## src/rtl/mult_div_pkg.sv

```systemverilog
// Shared types for the iterative MULT/DIV engine.
package mult_div_pkg;
  typedef enum logic [1:0] {
    IDLE,
    RUN,
    FIX
  } state_t;

  localparam logic OP_MULT = 1'b0;
  localparam logic OP_DIV  = 1'b1;
endpackage

```

## src/rtl/mult_div_seq_sign_fix.sv

```systemverilog
// Final sign correction for HI/LO; only DIV needs negation,
// MULT passes the Booth product straight through.
module sign_fix
  import mult_div_pkg::*;
#(
  parameter int WIDTH = 32
) (
  input  logic             op,
  input  logic             neg_q,
  input  logic             neg_r,
  input  logic [WIDTH-1:0] acc,
  input  logic [WIDTH-1:0] q,
  output logic [WIDTH-1:0] hi,
  output logic [WIDTH-1:0] lo
);
  always_comb begin
    hi = acc;
    lo = q;
    if (op == OP_DIV) begin
      if (neg_r) hi = -acc;
      if (neg_q) lo = -q;
    end
  end
endmodule

```

## src/rtl/mult_div_seq.sv

```systemverilog
// Iterative signed MULT (radix-2 Booth) / DIV (restoring)
// engine producing HI/LO for the multicycle datapath.
module mult_div_seq
  import mult_div_pkg::*;
#(
  parameter int WIDTH = 32
) (
  input  logic             clk,
  input  logic             reset,
  input  logic             start,
  input  logic             op,
  input  logic [WIDTH-1:0] a,
  input  logic [WIDTH-1:0] b,
  output logic             busy,
  output logic             done,
  output logic             div_zero,
  output logic [WIDTH-1:0] hi,
  output logic [WIDTH-1:0] lo
);
  localparam int CNT_W = $clog2(WIDTH + 1);

  state_t           state;
  logic [CNT_W-1:0] cnt;
  logic [WIDTH:0]   acc;
  logic [WIDTH-1:0] q;
  logic [WIDTH-1:0] m;
  logic             q_1;
  logic             op_r;
  logic             neg_q;
  logic             neg_r;

  logic             dz;
  logic             accept;
  logic             step;
  logic [WIDTH-1:0] abs_a;
  logic [WIDTH-1:0] abs_b;
  logic [WIDTH:0]   m_ext;
  logic [WIDTH:0]   bsum;
  logic [WIDTH:0]   r_sh;
  logic [WIDTH:0]   r_sub;
  logic             ge;
  logic [WIDTH:0]   acc_n;
  logic [WIDTH-1:0] q_n;
  logic [WIDTH-1:0] fix_hi;
  logic [WIDTH-1:0] fix_lo;

  assign dz     = (op == OP_DIV) && (b == '0);
  assign accept = (state == IDLE) && start && !dz;
  assign step   = (state == RUN) && (cnt != '0);
  assign abs_a  = a[WIDTH-1] ? -a : a;
  assign abs_b  = b[WIDTH-1] ? -b : b;

  // One iteration of either algorithm on the shared {acc, q} pair.
  always_comb begin
    m_ext = {m[WIDTH-1], m};
    case ({q[0], q_1})
      2'b01:   bsum = acc + m_ext;
      2'b10:   bsum = acc - m_ext;
      default: bsum = acc;
    endcase
    r_sh  = {acc[WIDTH-1:0], q[WIDTH-1]};
    ge    = r_sh >= {1'b0, m};
    r_sub = r_sh - {1'b0, m};
    if (op_r == OP_MULT) begin
      acc_n = {bsum[WIDTH], bsum[WIDTH:1]};
      q_n   = {bsum[0], q[WIDTH-1:1]};
    end else begin
      acc_n = ge ? r_sub : r_sh;
      q_n   = {q[WIDTH-2:0], ge};
    end
  end

  sign_fix #(
    .WIDTH(WIDTH)
  ) u_fix (
    .op   (op_r),
    .neg_q(neg_q),
    .neg_r(neg_r),
    .acc  (acc[WIDTH-1:0]),
    .q    (q),
    .hi   (fix_hi),
    .lo   (fix_lo)
  );

  always_ff @(posedge clk or posedge reset) begin
    if (reset) begin
      acc   <= '0;
      q     <= '0;
      m     <= '0;
      q_1   <= 1'b0;
      op_r  <= OP_MULT;
      neg_q <= 1'b0;
      neg_r <= 1'b0;
    end else if (accept) begin
      acc  <= '0;
      q_1  <= 1'b0;
      op_r <= op;
      if (op == OP_DIV) begin
        q     <= abs_a;
        m     <= abs_b;
        neg_q <= a[WIDTH-1] ^ b[WIDTH-1];
        neg_r <= a[WIDTH-1];
      end else begin
        q     <= a;
        m     <= b;
        neg_q <= 1'b0;
        neg_r <= 1'b0;
      end
    end else if (step) begin
      acc <= acc_n;
      q   <= q_n;
      q_1 <= q[0];
    end
  end

  always_ff @(posedge clk or posedge reset) begin
    if (reset) begin
      state    <= IDLE;
      cnt      <= '0;
      busy     <= 1'b0;
      done     <= 1'b0;
      div_zero <= 1'b0;
      hi       <= '0;
      lo       <= '0;
    end else begin
      done     <= 1'b0;
      div_zero <= 1'b0;
      unique case (state)
        IDLE: begin
          if (start && dz) begin
            done     <= 1'b1;
            div_zero <= 1'b1;
          end else if (start) begin
            state <= RUN;
            cnt   <= CNT_W'(WIDTH);
            busy  <= 1'b1;
          end
        end
        RUN: begin
          if (cnt != '0) begin
            cnt <= cnt - 1'b1;
          end else begin
            state <= FIX;
            busy  <= 1'b0;
          end
        end
        FIX: begin
          hi    <= fix_hi;
          lo    <= fix_lo;
          done  <= 1'b1;
          state <= IDLE;
        end
        default: state <= IDLE;
      endcase
    end
  end
endmodule

```

## config.mk

```make
export PLATFORM = sky130hd
export DESIGN_NAME = mult_div_seq
export DESIGN_NICKNAME = d
export VERILOG_FILES = /design/src/rtl/mult_div_pkg.sv /design/src/rtl/mult_div_seq_sign_fix.sv /design/src/rtl/mult_div_seq.sv
export SDC_FILE = /design/constraint.sdc
export NUM_CORES = 1
export LEC_CHECK = 0
export BUFFER_PORTS_ARGS = -buffer_cell sky130_fd_sc_hd__buf_4
export CORE_UTILIZATION = 25
export CTS_BUF_LIST = sky130_fd_sc_hd__clkbuf_16
export DETAILED_ROUTE_END_ITERATION = 8
export GPL_ROUTABILITY_DRIVEN = 0
export PLACE_DENSITY = 0.39
export SYNTH_ARGS = -nofsm -noshare
export SYNTH_HDL_FRONTEND = slang
export SYNTH_SLANG_ARGS = --single-unit
```

## constraint.sdc

```tcl
create_clock -name clk -period 5.2 [get_ports clk]
set_input_delay 0.78 -clock clk [delete_from_list [all_inputs] [get_ports clk]]
set_output_delay 0.78 -clock clk [all_outputs]
set_load 0.01 [all_outputs]
```

* Word level (Yosys, flattened, before mapping)
Index checks and enable logic that the tools add are counted.
** Word-level totals
- Bits in registers :: 176
- Input port bits :: 68
- Output and inout bits :: 67
** Cells by class
- Add/sub/neg operators :: 8
- Magnitude comparators :: 1
- Eq/ne operators :: 8
- Multiplexer cells :: 35
- Bitwise gates (word level) :: 1
- Reduce and logical (&&, ||, !) cells :: 14
** Operators with widths (count)
- 32-bit 2-to-1 mux :: 11
- 33-bit 2-to-1 mux :: 4
- 32-bit negation :: 4
- 33-bit case mux with 2 select lines :: 1
- 33-bit adder :: 1
- 33-bit by 32-bit greater-or-equal comparator with 1-bit output :: 1
- 33-bit by 32-bit subtractor with 33-bit output :: 1
- 33-bit subtractor :: 1
- 32-bit zero test :: 1
- 6-bit 2-to-1 mux :: 3
- 6-bit case mux with 2 select lines :: 1
- 1-bit 2-to-1 mux :: 9
- 4-bit AND reduction :: 2
- 2-bit 2-to-1 mux :: 3
- 2-bit != test (second input constant) :: 3
- 6-bit nonzero test :: 1
- 6-bit by 1-bit subtractor with 6-bit output (second input constant) :: 1
- 1-bit logical AND :: 5
- 2-bit by 1-bit == test with 1-bit output (second input constant) :: 2
- 2-bit == test (second input constant) :: 2
- 1-bit case mux with 2 select lines :: 2
- 2-bit case mux with 2 select lines :: 1
- 2-bit nonzero test :: 2
- 3-bit AND reduction :: 1
- 4 further kinds :: 4

* Depth between registers and ports, before layout
Gate-level depths: netlist of run 1.
- Depth after elaboration :: 5
- Depth in mapped cells :: 19
- Mapped depth without buffers :: 19

* By module
Synthesis of run 1 repeated with hierarchy kept, for this count alone.
** Unflattened totals
- Cells, all modules :: 1752
- Area total of the unflattened synthesis :: 14898.0 µm²
** Modules (own cells, without submodules)
- mult_div_seq :: instances 1, cells an instance 1518, area an instance 13339.0 µm², sequential area each 4404.2 µm²
- sign_fix :: instances 1, cells an instance 234, area an instance 1559.0 µm², sequential area each 0.0 µm²

* Least setup slack after synthesis of run 1
OpenSTA, ideal clock, no wires.
- Path kind :: reg2reg
- Start :: register m[2]
- End :: register acc[32]
- Data arrival time :: 3.959 ns
- Path slack :: 1.142 ns
- Cell stages (with the launch flop) :: 19
- Cell sequence :: dfrtp_1 > or3_1 > nor3_1 > nand2_1 > nor3_1 > a21oi_1 > nor2_1 > o21a_1 > o21ai_0 > xnor2_1 > ha_1 > nand3_1 > nor3_1 > a221oi_1 > o21ai_0 > or4_1 > mux2i_1 > nor3_1 > a311oi_1
** On the way
- Longest elaborated chain between the ends :: 5
- Elaborated cells between the ends (all ways) :: 9
** RTL lines
- from (decl) :: line mult_div_seq.sv:26 : logic [WIDTH-1:0] m;
- from (signal assigned) :: line mult_div_seq.sv:100 : m <= abs_b;
- 33-bit subtractor (tied with other cells) :: line mult_div_seq.sv:58 : 2'b10: bsum = acc - m_ext;
- 33-bit case mux with 2 select lines or 33-bit 2-to-1 mux (tied branches) :: line mult_div_seq.sv:56, mult_div_seq.sv:68
- 33-bit 2-to-1 mux * :: line mult_div_seq.sv:64 : if (op_r == OP_MULT) begin
- 33-bit 2-to-1 mux * :: line mult_div_seq.sv:109 : end else if (step) begin
- 33-bit 2-to-1 mux * :: line mult_div_seq.sv:94 : end else if (accept) begin
- to (signal assigned) :: line mult_div_seq.sv:110 : acc <= acc_n;
- to (decl) :: line mult_div_seq.sv:24 : logic [WIDTH:0] acc;
Mark *: on every way between the ends. The rest lies on a longest branch, timed or not. The select of a mux whose other input is x is not followed.
A chain may end at the register's enable or synchronous reset.

* Final worst setup path of run 1
Same ends and word-level chain as after synthesis.

==> results of run 1 <==
sequential cells by signal, indices dropped and copies added, names as in the netlist:
| register | cells |
|---|---|
| state | 2 |
| lo | 32 |
| acc | 33 |
| busy | 1 |
| done | 1 |
| hi | 32 |
| m | 32 |
| op_r | 1 |
| neg_q | 1 |
| cnt | 6 |
| div_zero | 1 |
| neg_r | 1 |
| q | 32 |
| q_1 | 1 |
path summary, 6_finish.rpt:
path / to / slack (ns) / cells past startpoint
hold reg to reg: lo[23] / 0.48 / 2
setup reg to reg: acc[32] / 0.48 / 17
max in group asynchronous: op_r / 3.96 / 3
min in group clk: lo[23] / 0.48 / 2
hold / removal: hi[23] / 0.26 / 2
setup / recovery: acc[32] / 0.48 / 17
cell families after synthesis:
group / after synthesis / synth area share (%)
and+or+nand+nor: 581 / 18.4
adders and majority gates: 74 / 6.31
xor gates and xnor gates: 201 / 11.8
DFF: 176 / 29.5
AOI/OAI and AO/OA: 607 / 25.8
buffers and inverters: 184 / 4.81
muxes: 49 / 3.34
layout make-up:
cell class              instances  area [um2]
inverters                      83         315
clock buffers                  17         425
well taps                     773         967
multi-input cells            1512        9830
clock inverters                15         191
repair buffers                172        1320
flip-flops and latches        176        4410
fillers                      6417       41600
per-layer routing:
metal / global-route usage [%] / share of wire (%) / vias to the layer above
met4: 4.23 / 1.4 / 0
met5: 0 / 0 / -
met2: 25.4 / 42 / 325
met3: 3.09 / 4.8 / 24
met1: 26.4 / 52 / 6557
li1: - / - / 6948
Yosys cell counts (all sizes together) (14+ instances only):
library cell | number | area, um2
mux2i | 43 | 430
nand2 | 226 | 848
dfrtp | 176 | 4400
a31oi | 30 | 194
clkbuf | 87 | 330
a21o | 21 | 158
or3 | 18 | 113
xor2 | 75 | 657
a21oi | 163 | 816
o31ai | 25 | 188
nor2b | 16 | 100
nand3 | 40 | 200
inv | 83 | 312
ha | 72 | 901
o211ai | 29 | 218
nand2b | 19 | 119
a211oi | 25 | 188
xnor2 | 126 | 1100
and3 | 14 | 92.6
o21ai | 193 | 977
nor2 | 122 | 470
nor4 | 23 | 156
nor3 | 43 | 215
and2 | 17 | 106
stage by stage:
step | area, um2 | hold slack (ns) | worst slack, ns | std cells | util, %
floorplan | 14900 | 0.439 | 1.14 | 1872 | -
global placement | 16800 | 0.465 | 0.519 | 2716 | 28.5
detailed placement | 16800 | 0.472 | 0.513 | 2716 | 28.5
CTS | 17400 | 0.230 | 0.496 | 2748 | 29.6
global route | 17400 | 0.252 | 0.0919 | 2748 | 29.6
finish | 17400 | 0.263 | 0.475 | 2748 | 29.6
==> impl_summary.md, run 1 <==
Drt
The number of iterations in the first detailed-routing pass is 5. The final wirelength is 52.1 mm. For this block, the initial DRC count from the detailed router was 858. The detailed-route wire length per cell is 19.0 um. The detailed-route DRC error count is 0.

The total number of vias is 13900. Dividing the detail-routed via count by the number of cells gives 5.04. In this run the remaining antenna-violating nets after routing total 0.

Global route
Global routing finished with a remaining overflow of 0. The pin count of the biggest net entering global routing is 88. The number of antenna violations at the first check in global routing is 0. The first global-routing pass estimated 81.4 mm of wire.

The via count of the first global-routing pass is 13500. For this run, the total global-route usage over all layers was measured as 17.5%.

Place
Port buffering added 134 buffers. The detailed-placement wirelength estimate is 40.6 mm.

Critical path
Traced cell by cell, the critical path runs through or3_1 > nor3_1 > nand2_1 > nor3_1 > a21oi_1 > nor2_1 > o21a_1 > xnor2_1 > ha_1 > a21oi_1 > o21ai_0 > a221oi_1 > o21ai_0 > or4_1 > mux2i_1 > nor3_1 > a311oi_1. The source of the worst register-to-register timing path is m[2]. The number of buffer and inverter stages on the critical path is 0.

The cell repeated most along the worst path is sky130_fd_sc_hd__nor3_1. The endpoint arrival time on the critical path is 5.13 ns. STA puts the critical path data required time at 5.60 ns. The worst setup path is captured at a flop. The worst setup path is launched from a flop. The critical path in this run is classified as reg2reg.

The category of cells accounting for the largest share of critical-path delay is simple AND/OR/NAND/NOR gates. In this run the worst setup path begins at m[2]. Of all nets on the critical path, the largest fanout is 5.

For this run, the slowest stage of the critical path takes 0.53 ns. The master of the slowest instance on the critical path is sky130_fd_sc_hd__or4_1.

STA
The top achievable clock speed is 212 MHz. The worst pin sits at a relative slew slack of 36.0%. The shortest period the worst path allows is 4.72 ns. The number of max-slew violations in the final report is 0. For the pin with the worst max-slew slack, the measured transition is 0.960 ns. Dividing the final minimum period by the clock period gives 90.9%. Setup violations remaining at the end of the flow were counted as 0. The number of hold-slack violations in the final timing report is 0. The final setup skew is 0.0155 ns. Setup total negative slack on the finished layout was measured at 0 ns. Setup repair after global routing left no endpoint under its margin.

CTS
In this run the number of H-tree levels came out at 4. Counting along the longest clock path gives a buffer depth of 2. The clock root buffer master is sky130_fd_sc_hd__clkbuf_16. The post-cts resize count is 0. Clock tree synthesis found a total of 176 sinks. For this design, the CTS-stage hold fixing added 0 buffers.

TritonCTS built the clock tree. After clock tree synthesis, the clock-pin slew on the worst setup and hold paths is 0.08 ns. The clock network latency to the later pin of the worst-skew pair is 0.50 ns. Buffers inserted during clock tree synthesis total 17. After clock tree synthesis, the setup repair step added 0 buffers.

Job
The number of maximum-capacitance constraint violations is 0.

Cells and area
0 antenna diodes ended up in the layout. The number of nets at the end of the flow is 2104. The library cells used most frequently in the layout, excluding fill and tap cells, are 225 x sky130_fd_sc_hd__nand2_1, 190 x sky130_fd_sc_hd__o21ai_0, 175 x sky130_fd_sc_hd__dfrtp_1. The area growth from synthesis to layout is 17.0%. The share of layout cells above drive strength 1 is 12.3%. The most frequent standard cell in the layout excluding fill and tap cells is sky130_fd_sc_hd__nand2_1.

Synth
The count of flip-flops with a built-in enable after synthesis is 0. The cell count after synthesis came out at 1872. In this run the mean area of a mapped cell was 7.97 um2.

After synthesis the cells add up to 14900 um2. Of all flip-flops after synthesis, the portion carrying an async set or reset was 100%. Sequential elements use 29.5% of the synthesized area. Among all flip-flop cells after synthesis, the most frequent one is sky130_fd_sc_hd__dfrtp_1. The number of distinct library cell variants in the gate-level netlist after synthesis is 85. In this run, synthesis produced a sequential element count of 176. For this run, the number of Yosys warnings is 0. When the netlist entered floorplanning its net count stood at 2014.

Hold path
The worst min-delay path category is in2async.

Die
The die extent in x is 246 um. The effective utilization at floorplan is 25.3%. The number of I/O pins is 135.

The overall die height is 246 um. After floorplanning, the core was divided into 89 placement rows. The die covers 60700 um2. The region available for standard cell placement spans 59000 um2.

Run status
The run finished with clean final reports.
Power of run 1 is left out: the tool's default activity adds up to more than one toggle a clock period on the data nets, which glitch-free logic cannot reach.
==> inputs of run 2 (changes only) <==
RECOVER_POWER = 100   (was default)
==> impl_summary.md, run 2 (synthesized netlist as in run 1, its figures left out) <==
STA
Headroom to the max-slew limit came out at -76.6%. The top achievable clock speed is 213 MHz. Setup repair after global routing left no endpoint under its margin. The final setup skew is 0.0156 ns. The aggregate negative setup slack is 0 ns. The final worst setup slack is 0.511 ns. Setup violations remaining at the end of the flow were counted as 0. The shortest period the worst path allows is 4.69 ns.

The slew of the pin with the lowest slew margin is 2.65 ns. The number of hold-slack violations in the final timing report is 0. The number of max-slew violations in the final report was 224.

The final critical-path share of the clock period is 90.2%.

Drt
For this run, design rule violations remaining after detail routing come to 0. The total number of vias is 13900. The remaining antenna violation count after routing is 0.

The violation count after the first detailed-route iteration is 853. The final layout contains routed wiring with a total length of 52.1 mm. Dividing the detail-routed wire length by the instance count gives 19.0 um. The vias per cell is 5.05. The number of iterations in the first detailed-routing pass is 5.

Run status
The run finished, with violations left. The final reports fail on capacitance limit, slew limit.

Critical path
For the worst flop-to-flop path, the logic depth is 17. Traced cell by cell, the critical path runs through or3_1 > nor3_1 > nand2_1 > nor3_1 > a21oi_1 > nor2_1 > o21ai_0 > xnor2_1 > ha_1 > and2_0 > and3_1 > a21boi_0 > a31oi_1 > nor2_1 > nor4_1 > a311o_1 > a2bb2oi_1. The critical path starts at m[2]. The reg-to-reg endpoint is acc[31]. In this run the critical register-to-register path is launched from m[2].

Counting buffers and inverters, the worst setup path is 17 cells deep. The endpoint arrival time on the critical path is 5.11 ns. The type of origin of the critical path is a flop. STA classifies the critical path endpoint as a flop. The stage delay of the slowest cell on the critical path is 0.41 ns.

The class of the most critical setup path is reg2reg. The cell family contributing the most delay on the critical path is simple AND/OR/NAND/NOR gates. For the worst setup path, the data required time is 5.62 ns. In this run the worst setup path terminates at acc[31].

The critical path contains buffers and inverters numbering 0 combined. The maximum net fanout on the critical path is 6. The register-to-register setup slack is 0.51 ns. The master of the slowest instance on the critical path is sky130_fd_sc_hd__or3_1.

Cells and area
The area growth from synthesis to layout is 14.6%. Counting the fill cells in the layout gives 6482. The number of non-filler instances in the completed layout is 2748. In the final layout, the share of cells above drive strength 1 is 8.20%. In the final layout, the multi-input gates occupy 9790 um2.

The repair_antennas step left the layout with diodes totalling 0. The sequential cells in the finished layout cover a total of 4410 um2. Leaving out fill and tap cells, the most frequent cells in the layout are 226 x sky130_fd_sc_hd__nand2_1, 191 x sky130_fd_sc_hd__o21ai_0, 175 x sky130_fd_sc_hd__dfrtp_1.

The number of flip-flops under the largest register name is 33. Counting flops per register, the top entry is acc. The number of nets at the end of the flow is 2104. The library cell used most frequently in the layout, excluding fill and tap cells, is sky130_fd_sc_hd__nand2_1.

Global route
For this run, the total global-route usage over all layers was measured as 17.5%. The global-route wire length before repair is 81.4 mm. The via count of the first global-routing pass is 13500.

Entering global routing, the biggest net connects 88 pins. The total congestion overflow after global routing is 0. The number of antenna violations at the first check in global routing is 0.

CTS
CTS placed an instance of sky130_fd_sc_hd__clkbuf_16 at the clock tree root. The maximum buffer depth of the clock tree is 2. The CTS tree is built. The clock sink total is 176. Counting the buffers created by CTS gives 17. The clock-pin slew of the registers on the worst-case setup and hold paths is 0.08 ns. The post-cts resize count is 0. The number of hold buffers added after CTS is 0.

The setup fix buffers added after clock tree synthesis is 0. Clock latency on the worst-skew pair, taken at its later pin, is 0.50 ns. The H-tree generated during clock tree synthesis spans 4 levels.

Die
The total area inside the core boundary comes to 59000 um2. The overall die height is 246 um. The area of the die is 60700 um2.

135 I/O pins were placed. In this run the horizontal extent of the chip is 246 um. After floorplanning, the core was divided into 89 placement rows.

For this configuration, the core starts out at a cell density of 25.3%.

Hold path
In this run the worst hold path is classified as in2async.

Place
Counting tap cells, the placed design contains a total of 2716 instances. Buffers placed on the I/O ports in this run total 134. The HPWL after detailed placement is 40.6 mm. Before CTS, the worst setup slack after placement is 0.513 ns.

Job
The number of maximum-capacitance constraint violations is 4.
[run 2: changes by cell type in the layout (fill, tap and decap cells not counted), sizes merged]
| cell | previous run | this run |
|---|---|---|
| clkbuf | 17 | 96 |
| buf | 172 | 93 |
[run 2: how the worst min path moves through the flow]
stage          slack (ns)  endpoint  cells after the start
2_1_floorplan        0.44      done                      1
3_3_place_gp         0.46    lo[24]                      2
3_5_place_dp         0.47     lo[3]                      2
4_1_cts              0.23    hi[23]                      2
5_1_grt              0.37    hi[27]                      2
6_report             0.35    hi[23]                      2
[run 2: area by class of cell]
type                    instances  area share, %
clock inverters                15           1.12
flip-flops and latches        176           25.8
repair buffers                172           5.87
clock buffers                  17           2.49
well taps                     773           5.66
inverters                      83           1.83
multi-input cells            1512           57.3
[run 2: layer usage]
| metal | GRT usage (%) | share of wire (%) | up-vias |
|---|---|---|---|
| li1 | - | - | 6951 |
| met1 | 26.4 | 52 | 6555 |
| met2 | 25.4 | 41 | 343 |
| met3 | 3.09 | 4.8 | 28 |
| met4 | 4.23 | 1.5 | 0 |
| met5 | 0 | 0 | - |
[run 2: stage by stage]
stage / hold slack (ns) / area [um2] / utilization [%]
after floorplan: 0.439 / 14900 / -
after global placement: 0.465 / 16800 / 28.5
after detailed placement: 0.472 / 16800 / 28.5
after CTS: 0.230 / 17400 / 29.6
after global routing: 0.369 / 17100 / 29.0
final: 0.348 / 17100 / 29.0
Power of run 2 is left out for the same reason.
